$ cat config.mk
export PLATFORM = sky130hd
export DESIGN_NAME = maze_loader
export DESIGN_NICKNAME = d
export VERILOG_FILES = /design/src/rtl/maze_loader.sv
export SDC_FILE = /design/constraint.sdc
export NUM_CORES = 1
export LEC_CHECK = 0
export CELL_PAD_IN_SITES_DETAIL_PLACEMENT = 0
export CELL_PAD_IN_SITES_GLOBAL_PLACEMENT = 1
export CORE_MARGIN = 5
export CORE_UTILIZATION = 41
export DETAILED_ROUTE_END_ITERATION = 8
export HOLD_SLACK_MARGIN = 0.1
export PLACE_DENSITY = 0.76
export SETUP_SLACK_MARGIN = 0.15
export SYNTH_ARGS = -nofsm -noshare
export SYNTH_HDL_FRONTEND = slang
export SYNTH_SLANG_ARGS = --single-unit
$ cat constraint.sdc
create_clock -name clk -period 2.19 [get_ports clk]
set_clock_uncertainty 0.1 [all_clocks]
set_input_delay 0.438 -clock clk [delete_from_list [all_inputs] [get_ports clk]]
set_output_delay 0.438 -clock clk [all_outputs]
set_load 0.03 [all_outputs]
$ cat src/rtl/maze_loader.sv
// Maze map loader: streams a 10-word map from ROM into row storage,
// decodes start/end cells and answers registered open-cell queries.
module maze_loader (
  input  logic       clk,
  input  logic       rst_n,
  input  logic       load,
  output logic       rom_en,
  output logic [3:0] rom_addr,
  input  logic [7:0] rom_data,
  output logic       busy,
  output logic       done,
  output logic       map_valid,
  output logic [2:0] start_row,
  output logic [2:0] start_col,
  output logic [2:0] end_row,
  output logic [2:0] end_col,
  input  logic [2:0] q_row,
  input  logic [2:0] q_col,
  output logic       q_open
);

  typedef enum logic [1:0] {
    IDLE,
    READ,
    DRAIN,
    FIN
  } state_t;

  state_t     state;
  state_t     state_nx;
  logic [3:0] cnt;
  logic       pv;
  logic [3:0] pa;
  logic [7:0] rows [8];
  logic [2:0] sr, sc, er, ec;
  logic       mv;
  logic       qr;

  always_comb begin
    state_nx = state;
    rom_en   = 1'b0;
    rom_addr = 4'd0;
    busy     = 1'b0;
    done     = 1'b0;
    unique case (state)
      IDLE: begin
        if (load) state_nx = READ;
      end
      READ: begin
        rom_en   = 1'b1;
        rom_addr = cnt;
        busy     = 1'b1;
        if (cnt == 4'd9) state_nx = DRAIN;
      end
      DRAIN: begin
        busy     = 1'b1;
        state_nx = FIN;
      end
      FIN: begin
        done     = 1'b1;
        state_nx = IDLE;
      end
      default: state_nx = IDLE;
    endcase
  end

  always_ff @(posedge clk or negedge rst_n) begin
    if (!rst_n) begin
      state <= IDLE;
      cnt   <= 4'd0;
      pv    <= 1'b0;
      pa    <= 4'd0;
      mv    <= 1'b0;
      qr    <= 1'b0;
      sr    <= 3'd0;
      sc    <= 3'd0;
      er    <= 3'd0;
      ec    <= 3'd0;
      for (int i = 0; i < 8; i++) rows[i] <= 8'd0;
    end else begin
      state <= state_nx;
      cnt   <= (state == READ) ? cnt + 4'd1 : 4'd0;
      // ROM data lags the address by one cycle
      pv    <= rom_en;
      pa    <= rom_addr;
      if (state == IDLE && load)
        mv <= 1'b0;
      else if (state == DRAIN)
        mv <= 1'b1;
      if (pv) begin
        if (!pa[3])
          rows[pa[2:0]] <= rom_data;
        else if (!pa[0])
          {sr, sc} <= rom_data[5:0];
        else
          {er, ec} <= rom_data[5:0];
      end
      qr <= mv & rows[q_row][~q_col];
    end
  end

  // gate with live valid so a reload hides stale answers at once
  assign q_open    = qr & mv;
  assign map_valid = mv;
  assign start_row = sr;
  assign start_col = sc;
  assign end_row   = er;
  assign end_col   = ec;

endmodule

==> summary.txt <==
Status
  – Outcome: completed

Final layout
  – Antenna diode count: 0
  – Utilization after layout: 0.505
  – Multi-input logic area: 1700 µm²
  – Synth-to-Final Area Change: 21.4%
  – Register Area: 2230 µm²
  – Layout filler cell count: just under 900
  – Design area: 4870 µm²
  – Layout cell share with drive strength beyond 1: 0.472
  – Fin nets: 337

Pwr
  – PwrDens: 903 nW/µm²
  – Worst VDD drop: 595 µV
  – Static Leakage: 2.20 nW

Die
  – Starting Density: 0.416
  – Core region area: 9640 µm²
  – Chip height: 109 µm
  – Die Wd: 109 µm
  – Die ar.: 11,900 µm²
  – Num rows: 36
  – Ports: 38

Yosys
  – Post-synth top cells: dfrtp_1 (89), mux2_2 (76), mux4_2 (14), mux2i_1 (10)
  – Synthesis Warnings: 0
  – Seq cells post-synth: 89
  – Mean area per synthesized cell: 15.7 µm²
  – Mapped Nets: between 200 and 300
  – Async set or reset register ratio after synthesis: 1.00
  – Post-synth top area share: 0.556
  – Yosys cell types: 29
  – Top-count cell post-synth: dfrtp_1
  – Synth Instances: 256
  – Ys flop type: dfrtp_1
  – Post-synthesis sequential area ratio: 0.556
  – Number of synthesized flops with an enable pin: 0
  – Ranking of synthesized cells by area: dfrtp_1 (56%), mux2_2 (21%), mux4_2 (7.9%), mux2i_1 (2.5%), ha_1 (2.2%)
  – Mapped cell area: around 4000 µm²
  – Post-synth top area cell: dfrtp_1

Global routing
  – Total Routing Usage GR: 0.150
  – First-pass GRT wire length: 13.5 mm
  – Met3 usage: 0.0503
  – Met2 GRT Util: 0.232
  – Global Route met1 Usage: 0.209
  – Initial antenna violation count: 0
  – Number of global-route vias before repair: roughly 2,500
  – Maximum number of pins on one net before global-route repair: 49
  – Global routing's busiest layer: met2
  – Grt ovf: 0

Setup path
  – Crit start category: flip-flop
  – Worst Path Arrival: 1.42 ns
  – Crit path max-delay family: flip-flops
  – Req. time, crit path: 1.65 ns
  – Max stage delay on crit path: 0.40 ns
  – Max stage delay cell, worst path: dfrtp_1
  – Crit Path Class: reg2out
  – Cell mode on critical path: buf_6
  – CP cell instances: inv_2, ha_2, buf_6, and2_4, buf_6
  – Crit path buffers/inverters: 3
  – Crit Path Max Fanout: 10
  – Critical path endpoint category: output pin

STA
  – Worst hold slack: around 0.40 ns
  – Setup TNS: 0 ns
  – Highest Clock Rate: 512 MHz
  – Slew headroom: 0.651
  – Endpoints failing setup: 0
  – Max-slew violations: 0
  – RSZ-0062 raised after global routing: false
  – Min Tclk post-route: 1.95 ns
  – Worst-Margin Slew: 0.524 ns
  – Final Hold Vio Count: 0
  – Fin crit share: 0.892

CTS
  – Clock root cell: clkbuf_8
  – Worst-Skew Late Latency: approximately 0.35 ns
  – H-tree depth: 3
  – CTS tree: done
  – Max Buffers Root-to-Sink: 2
  – Clk sinks: slightly below 90
  – Clock slew at reported path FFs: around 0.09 ns
  – CTS buffer count: 9

Detailed routing
  – WL per Instance: between 15 and 20 µm
  – DRC Markers: 0
  – Vias post-DR: between 2,000 and 2,500
  – Router iterations before antenna repair: 4
  – Vias/cell: approximately 5.1
  – Routed WL: around 8 mm
  – Routed Antenna Nets: 0
  – DRT iter0 DRCs: between 70 and 80

Place
  – Placed instance area: 4650 µm²
  – Final GP Congestion: 0.734
  – I/O Buffers: 37
  – Final HPWL DP: about 5.7 mm

Job
  – Max_cap viols: 0

Min path
  – Hold WC Path Type: in2async
==> through the flow <==
step | cells | setup WS (ns) | power [mW]
2_1_floorplan | 256 | 0.162 | 2.98
3_3_place_gp | 432 | -0.386 | 3.37
3_5_place_dp | 432 | -0.407 | 3.40
4_1_cts | 451 | 0.0865 | 4.44
5_1_grt | 451 | 0.154 | 4.70
6_report | 451 | 0.236 | 4.40
==> placed cells by master, fill, tap and decap left out, types with 3 or more instances in the layout <==
master / Yosys / final
and2_1: 7 / 3
and2_4: 0 / 4
buf_4: 0 / 20
buf_6: 1 / 6
clkbuf_8: 0 / 11
clkdlybuf4s50_1: 0 / 24
clkinvlp_4: 0 / 3
dfrtp_1: 89 / 88
dlygate4sd2_1: 0 / 5
ha_1: 7 / 6
mux2_2: 76 / 76
mux2i_1: 10 / 10
mux4_2: 14 / 17
nand2_1: 3 / 3
nand3b_1: 5 / 5
nor2_1: 3 / 3
nor2b_1: 3 / 3
o21ai_0: 3 / 3
==> logic make-up after synthesis <==
group                      after synthesis  share of synthesized area
adders and majority gates                7                     0.0218
xor gates and xnor gates                 2                    0.00437
DFF                                     89                      0.556
buffers and inverters                   18                     0.0200
AOI/OAI and AO/OA                        7                     0.0122
muxes                                  103                      0.337
and+or+nand+nor                         30                     0.0493
==> what timing repair did <==
item / 4_1_cts / 5_1_grt
gates cloned: 0 / 0
setup endpoints to repair: 10 / 8
hold endpoints to repair: 14 / 0
pin swaps: 0 / 0
hold buffers: 1 / 0
setup buffers: 2 / 0
gates resized for setup: 12 / 16
==> path summary, 6_finish.rpt <==
path / end / startpoint / depth (start not counted) / slack (ns)
min in group clk: rows[52] / rows[52] / 1 / 0.41
worst max register to register: qr / rows[0] / 5 / 0.36
worst min register to register: rows[52] / rows[52] / 1 / 0.41
max in group asynchronous: rows[40] / rst_n / 3 / 0.98
worst min-delay path: rows[63] / rst_n / 2 / 0.40
worst max-delay path: rom_addr[2] / state[1] / 5 / 0.24
==> final cells by class <==
type / instances / area share
Clock buffer: 12 / 0.0319
Sequential cell: 89 / 0.458
Clock inverter: 4 / 0.00566
Timing Repair Buffer: 61 / 0.118
Inverter: 3 / 0.00231
Tap cell: 133 / 0.0342
Multi-Input combinational cell: 149 / 0.350
==> worst reg2reg max path: cells and delay by family, from the launching register on <==
kind	cells	cell delay, ns
simple gates	1	0.15
flops	1	0.39
mux	2	0.93
compound gates	2	0.15
==> flip-flops by register name, summed over array words and instances (netlist names) <==
register   flops
map_valid      1
qr             1
state          2
start_col      3
pa             4
end_col        3
end_row        3
rows          64
start_row      3
pv             1
cnt            4
==> power by group <==
group	leakage [nW]	internal, mW	switching (mW)	total, mW
Sequential	1.13	1.97	0.195	2.17
Combinational	0.980	0.650	0.542	1.19
Clock	0.0846	0.473	0.561	1.03
==> routing by layer <==
metal | up-vias | wire [µm] | part of all wire
li1 | 1040 | - | -
met1 | 1202 | 3850 | 0.49
met2 | 44 | 3660 | 0.46
met3 | 9 | 345 | 0.043
met4 | 0 | 80 | 0.010
met5 | - | 0 | 0
Power figures use the tool's default switching activity.
